`src/rtl/pulse_seq_pkg.sv`:
```
// Shared types and constants for the pulse train sequencer: FSM state encoding,
// default widths and the slice helper used to unpack the flat per-channel buses.
package pulse_seq_pkg;

  typedef enum logic [0:0] {
    ST_IDLE = 1'b0,
    ST_RUN  = 1'b1
  } state_e;

  localparam int unsigned DEF_NCH = 4;
  localparam int unsigned DEF_TW  = 32;
  localparam int unsigned DEF_CW  = 16;

  // LSB of channel idx inside a flat bus of w-bit fields
  function automatic int unsigned field_lsb(input int unsigned idx, input int unsigned w);
    return idx * w;
  endfunction

endpackage

```
`src/rtl/pulse_window.sv`:
```
// One channel's pulse gate: high while delay <= t < delay+width within the period,
// evaluated on the next-state timebase so the registered output lines up with it.
module pulse_window #(
  parameter int unsigned TW = pulse_seq_pkg::DEF_TW
) (
  input  logic          clk_Seq,
  input  logic          rst,
  input  logic [TW-1:0] delay_i,
  input  logic [TW-1:0] width_i,
  input  logic [TW-1:0] period_i,
  input  logic [TW-1:0] t_next_i,
  input  logic          run_next_i,
  output logic          ch_o
);

  logic [TW:0] end_w;
  logic        hit_c;

  // End of window is one bit wider so delay+width can never wrap
  assign end_w = {1'b0, delay_i} + {1'b0, width_i};
  assign hit_c = run_next_i
               && (t_next_i >= delay_i)
               && ({1'b0, t_next_i} < end_w)
               && (t_next_i < period_i);

  always_ff @(posedge clk_Seq) begin
    if (rst) begin
      ch_o <= 1'b0;
    end else begin
      ch_o <= hit_c;
    end
  end

endmodule

```
`src/rtl/pulse_train_sequencer.sv`:
```
// Multi-channel pulse train scheduler: latches the config on trigger, runs N
// repetitions of period P and gates each channel by its own delay/width window.
module pulse_train_sequencer #(
  parameter int unsigned NCH = pulse_seq_pkg::DEF_NCH,
  parameter int unsigned TW  = pulse_seq_pkg::DEF_TW,
  parameter int unsigned CW  = pulse_seq_pkg::DEF_CW
) (
  input  logic              clk_Seq,
  input  logic              rst,
  input  logic              trig,
  input  logic              abort,
  input  logic [TW-1:0]     period,
  input  logic [CW-1:0]     n_pulses,
  input  logic [NCH*TW-1:0] delay_bus,
  input  logic [NCH*TW-1:0] width_bus,
  output logic [NCH-1:0]    ch_out,
  output logic              busy,
  output logic              done,
  output logic              cfg_err,
  output logic [CW-1:0]     rep_idx
);

  import pulse_seq_pkg::*;

  state_e            state_q, state_d;
  logic [TW-1:0]     t_q, t_d;
  logic [CW-1:0]     rep_q, rep_d;
  logic              busy_q, busy_d;
  logic              done_q, done_d;
  logic              cfg_err_q, cfg_err_d;
  logic [TW-1:0]     per_q, per_d;
  logic [CW-1:0]     num_q, num_d;
  logic [NCH*TW-1:0] dly_q, dly_d;
  logic [NCH*TW-1:0] wid_q, wid_d;

  always_ff @(posedge clk_Seq) begin
    if (rst) begin
      state_q   <= ST_IDLE;
      t_q       <= '0;
      rep_q     <= '0;
      busy_q    <= 1'b0;
      done_q    <= 1'b0;
      cfg_err_q <= 1'b0;
      per_q     <= '0;
      num_q     <= '0;
      dly_q     <= '0;
      wid_q     <= '0;
    end else begin
      state_q   <= state_d;
      t_q       <= t_d;
      rep_q     <= rep_d;
      busy_q    <= busy_d;
      done_q    <= done_d;
      cfg_err_q <= cfg_err_d;
      per_q     <= per_d;
      num_q     <= num_d;
      dly_q     <= dly_d;
      wid_q     <= wid_d;
    end
  end

  // busy_q doubles as "timebase live": the first RUN cycle only arms t=0
  always_comb begin
    state_d   = state_q;
    t_d       = t_q;
    rep_d     = rep_q;
    busy_d    = busy_q;
    done_d    = 1'b0;
    cfg_err_d = 1'b0;
    per_d     = per_q;
    num_d     = num_q;
    dly_d     = dly_q;
    wid_d     = wid_q;
    case (state_q)
      ST_IDLE: begin
        t_d    = '0;
        rep_d  = '0;
        busy_d = 1'b0;
        if (trig) begin
          if ((period == '0) || (n_pulses == '0)) begin
            cfg_err_d = 1'b1;
          end else begin
            state_d = ST_RUN;
            per_d   = period;
            num_d   = n_pulses;
            dly_d   = delay_bus;
            wid_d   = width_bus;
          end
        end
      end
      ST_RUN: begin
        if (abort) begin
          state_d = ST_IDLE;
          t_d     = '0;
          rep_d   = '0;
          busy_d  = 1'b0;
        end else if (!busy_q) begin
          busy_d = 1'b1;
          t_d    = '0;
          rep_d  = '0;
        end else if (t_q == per_q - TW'(1)) begin
          t_d = '0;
          if (rep_q == num_q - CW'(1)) begin
            state_d = ST_IDLE;
            busy_d  = 1'b0;
            rep_d   = '0;
            done_d  = 1'b1;
          end else begin
            rep_d = rep_q + CW'(1);
          end
        end else begin
          t_d = t_q + TW'(1);
        end
      end
      default: state_d = ST_IDLE;
    endcase
  end

  for (genvar i = 0; i < NCH; i++) begin : g_ch
    localparam int unsigned LSB = field_lsb(i, TW);
    pulse_window #(.TW(TW)) u_win (
      .clk_Seq    (clk_Seq),
      .rst        (rst),
      .delay_i    (dly_q[LSB +: TW]),
      .width_i    (wid_q[LSB +: TW]),
      .period_i   (per_q),
      .t_next_i   (t_d),
      .run_next_i (busy_d),
      .ch_o       (ch_out[i])
    );
  end

  assign busy    = busy_q;
  assign done    = done_q;
  assign cfg_err = cfg_err_q;
  assign rep_idx = rep_q;

endmodule

```
`config.mk`:
```
export PLATFORM = sky130hd
export DESIGN_NAME = pulse_train_sequencer
export DESIGN_NICKNAME = d
export VERILOG_FILES = /design/src/rtl/pulse_seq_pkg.sv /design/src/rtl/pulse_window.sv /design/src/rtl/pulse_train_sequencer.sv
export SDC_FILE = /design/constraint.sdc
export NUM_CORES = 1
export LEC_CHECK = 0
export CAP_MARGIN = 30
export CORE_MARGIN = 3
export CORE_UTILIZATION = 35
export CTS_CLUSTER_DIAMETER = 100
export DETAILED_ROUTE_END_ITERATION = 12
export DONT_BUFFER_PORTS = 1
export PLACE_DENSITY = 0.6
export SLEW_MARGIN = 20
export SYNTH_ARGS = -nofsm -noshare
export SYNTH_HDL_FRONTEND = slang
export SYNTH_SLANG_ARGS = --single-unit
```
`constraint.sdc`:
```
create_clock -name clk_Seq -period 7.1 [get_ports clk_Seq]
set_clock_uncertainty 0.05 [all_clocks]
set_input_delay 0.71 -clock clk_Seq [delete_from_list [all_inputs] [get_ports clk_Seq]]
set_output_delay 0.71 -clock clk_Seq [all_outputs]
set_load 0.005 [all_outputs]
```
==> impl_metrics.py <==
metrics = {
    "status": {
        "outcome": "finished clean",
    },
    "final_layout": {
        "mostFrequentLayoutCells": "nand2_1 (706), a21oi_1 (506), ha_1 (410), dfxtp_1 (360), inv_1 (198)",
        "drive_gt1_share_pct": 4.65,
        "layout_commonest_cell": "nand2_1",
        "nNetsFinal": 4282,
        "area_growth_syn_to_layout_pct": 9.63,
        "fillers": 8113,
        "utilization_pct": 38.9,
        "design_area_um2": 30200,
    },
    "sta": {
        "max_clock_freq_ghz": 0.152,
        "finalMaxSlewViolations": 0,
        "fin_crit_sh_pct": 92.8,
        "rsz0062_at_grt": "false",
        "max-slew-margin-rel_pct": 21.0,
        "period_needed_ns": 6.59,
        "hold_viol": 0,
        "setup_viol": 0,
        "worstMarginPinSlew_ns": 1.18,
        "final.setup.tns_ns": 0,
        "hold_slack_ns": 0.148,
    },
    "min_path": {
        "hold_class": "input pin to flip-flop",
    },
    "clocking": {
        "cts_tree": "yes",
        "root_buffer": "clkbuf_16",
        "h-tree-depth": 2,
        "clock_sinks": 360,
        "clk_pin_slew_ns": 0.06,
        "clockBufferDepth": 3,
        "cts_resized": 0,
        "cts-buffers-inserted": 45,
        "cts_setup_buffers": 0,
        "insertion_delay_ns": 0.60,
        "holdBufCountCts": 0,
    },
    "power_and_ir_drop": {
        "power_density_nw_per_um2": 193,
        "ir_drop_v": 0.000148,
        "p_leak_nw": 13.1,
        "swShare_pct": 29.8,
        "power_frac_clock_pct": 43.3,
        "power.switching_mw": 1.73,
        "total_power_mw": 5.82,
        "intPower_mw": 4.08,
        "seqPwrFrac_pct": 38.9,
        "combPwrFrac_pct": 17.8,
    },
    "global_route": {
        "use_met1_pct": 27.7,
        "grt_pass1_vias": 23900,
        "grt_pass1_wl_um": 140000,
        "grt_antenna_before_repair": 2,
        "met2_usage_pct": 37.5,
        "grt_start_max_net_pins": 355,
        "grt_use_total_pct": 21.8,
        "busiest_layer": "met2",
        "gr-usage-met3_pct": 3.94,
        "grt-ovfl-total": 0,
    },
    "floorplanning": {
        "placementRows": 102,
        "ioPinCount": 331,
        "core-area_um2": 77700,
        "die_h_um": 287,
        "die-width_um": 287,
        "start_util_pct": 35.5,
        "dieArea_um2": 82100,
    },
    "routing": {
        "drt-initial-drc-count": 1875,
        "drcViolationCount": 0,
        "drt-wirelength-per-cell_um": 20.1,
        "postRouteAntennaNets": 0,
        "wirelength_um": 93100,
        "vias": 25100,
        "firstDrtPassIters": 5,
        "avgViaCountPerCell": 5.41,
    },
    "yosys": {
        "async_flop_share_pct": 0,
        "syn_area_um2": 27600,
        "ys_warn_count": 0,
        "synth_edf_count": 0,
        "synth_fa_ha_area_share_pct": 18.9,
        "yosysTopAreaCellShare_pct": 26.2,
        "synth_seq_cells": 360,
        "yosysTopAreaCell": "dfxtp_1",
        "netlist_instances": 3620,
        "avgSynthCellArea_um2": 7.61,
        "ys_seq_area_share_pct": 26.2,
        "synthMuxAreaShare_pct": 0.0726,
        "ys_types": 83,
        "synthesis.nets": 4342,
        "synth-main-ff-cell": "dfxtp_1",
        "synthSimpleGateAreaFrac_pct": 22.5,
        "synth_area_leaders": "dfxtp_1 (26%), ha_1 (19%), nand2_1 (9.6%)",
        "synth_xor_area_share_pct": 6.26,
        "synth_top_family_by_area": "simple AND/OR/NAND/NOR gates",
        "synth_compound_area_share_pct": 21.1,
    },
    "critical_path": {
        "crit_type": "flip-flop to flip-flop",
        "startpoint_type": "flip-flop",
        "path_max_fanout": 65,
        "endpoint_kind": "flip-flop",
        "arrival_ns": 7.06,
        "worstPathRequired_ns": 7.56,
    },
    "placed_design": {
        "gp_congestion": 0.916,
        "placed_area_um2": 28600,
        "numPortBuffers": 0,
        "hpwlAfterDp_um": 73800,
    },
    "flow_run": {
        "cap_violations": 0,
    },
}
-- path summary, 6_finish.rpt --
kind | cells after the start | slack, ns | start | end
worst max-delay path | 23 | 0.51 | per_q[0]$_SDFFE_PP0P_ | g_ch[2].u_win.ch_o$_SDFF_PP0_
worst min-delay path | 1 | 0.15 | rst | rep_idx[11]$_SDFFE_PP0P_
worst max register to register | 23 | 0.51 | per_q[0]$_SDFFE_PP0P_ | g_ch[2].u_win.ch_o$_SDFF_PP0_
worst min register to register | 2 | 0.41 | wid_q[86]$_SDFFE_PP0P_ | wid_q[86]$_SDFFE_PP0P_
-- cells by family after synthesis --
logic type / count (synthesis)
and+or+nand+nor: 1324
muxes: 2
DFF: 360
AOI/OAI and AO/OA: 975
adders and majority gates: 414
buffers and inverters: 348
xor gates and xnor gates: 197
-- synth_stat cells, drive strengths merged, types with 38 or more instances --
library cell and count:
a21o 123, a21oi 508, buf 38, clkbuf 111, dfxtp 360, ha 410, inv 198, nand2 706
nand2b 52, nand3 44, nand4 80, nor2 157, nor2b 38, nor3 80, o21ai 139, xnor2 99
xor2 98
-- metal layers --
| layer | wire, um | part of all wire (%) | vias to the layer above |
|---|---|---|---|
| li1 | - | - | 12600 |
| met1 | 40500 | 43 | 11600 |
| met2 | 44300 | 48 | 660 |
| met3 | 5560 | 6.0 | 150 |
| met4 | 2740 | 2.9 | 0 |
| met5 | 0 | 0 | - |
-- area by class of cell --
cell class                 count  area [um^2]  share of cell area, %
multi-input combinational   2912        19000                   62.8
sequential                   360         7210                   23.9
tap                         1040         1300                   4.31
clock buffer                  57         1250                   4.15
inverter                     199          747                   2.47
timing repair buffer          42          377                   1.25
clock inverter                23          350                   1.16
antenna                        2         5.00                 0.0166
-- critical path: stages, from the launching register on --
cell and delay (ns):
dfxtp_1 0.39, inv_1 0.12, ha_1 0.25, nor3b_2 0.41
nand4_2 0.35, or4_1 0.57, a31oi_1 0.26, o21ai_1 0.13
and4b_1 0.27, and4b_1 0.20, or2_2 0.33, buf_12 0.34
nor2_1 0.21, buf_4 0.23, ha_1 0.32, or3_1 0.36
o21ai_0 0.08, a21oi_1 0.08, a21o_1 0.18, a211oi_1 0.54
o211ai_1 0.17, a21oi_1 0.34, nor3_1 0.10, nor3b_1 0.20
-- stage by stage --
step                      setup WS (ns)  std cells
final                             0.508       4635
after global routing              0.137       4634
after CTS                         0.382       4631
after detailed placement          0.401       4551
after global placement            0.541       4548
after floorplan                    1.18       3620
-- state kept, by name (all words and copies together), names as in the netlist --
name             cells
per_q               32
done                 1
rep_idx             16
num_q               16
cfg_err              1
g_ch.u_win.ch_o      4
dly_q              128
busy                 1
state_q              1
t_q                 32
wid_q              128
-- power groups by stage --
| stage | Sequential, mW | Clock, mW | Combinational, mW |
|---|---|---|---|
| 3_3_place_gp | 2.30 | 0 | 1.02 |
| 3_5_place_dp | 2.31 | 0 | 1.02 |
| 4_1_cts | 2.26 | 2.59 | 1.03 |
| 5_1_grt | 2.27 | 2.66 | 1.17 |
| 2_1_floorplan | 2.23 | 0 | 0.824 |
| 6_report | 2.26 | 2.52 | 1.03 |
No activity file was read; power rests on OpenSTA's default activity.
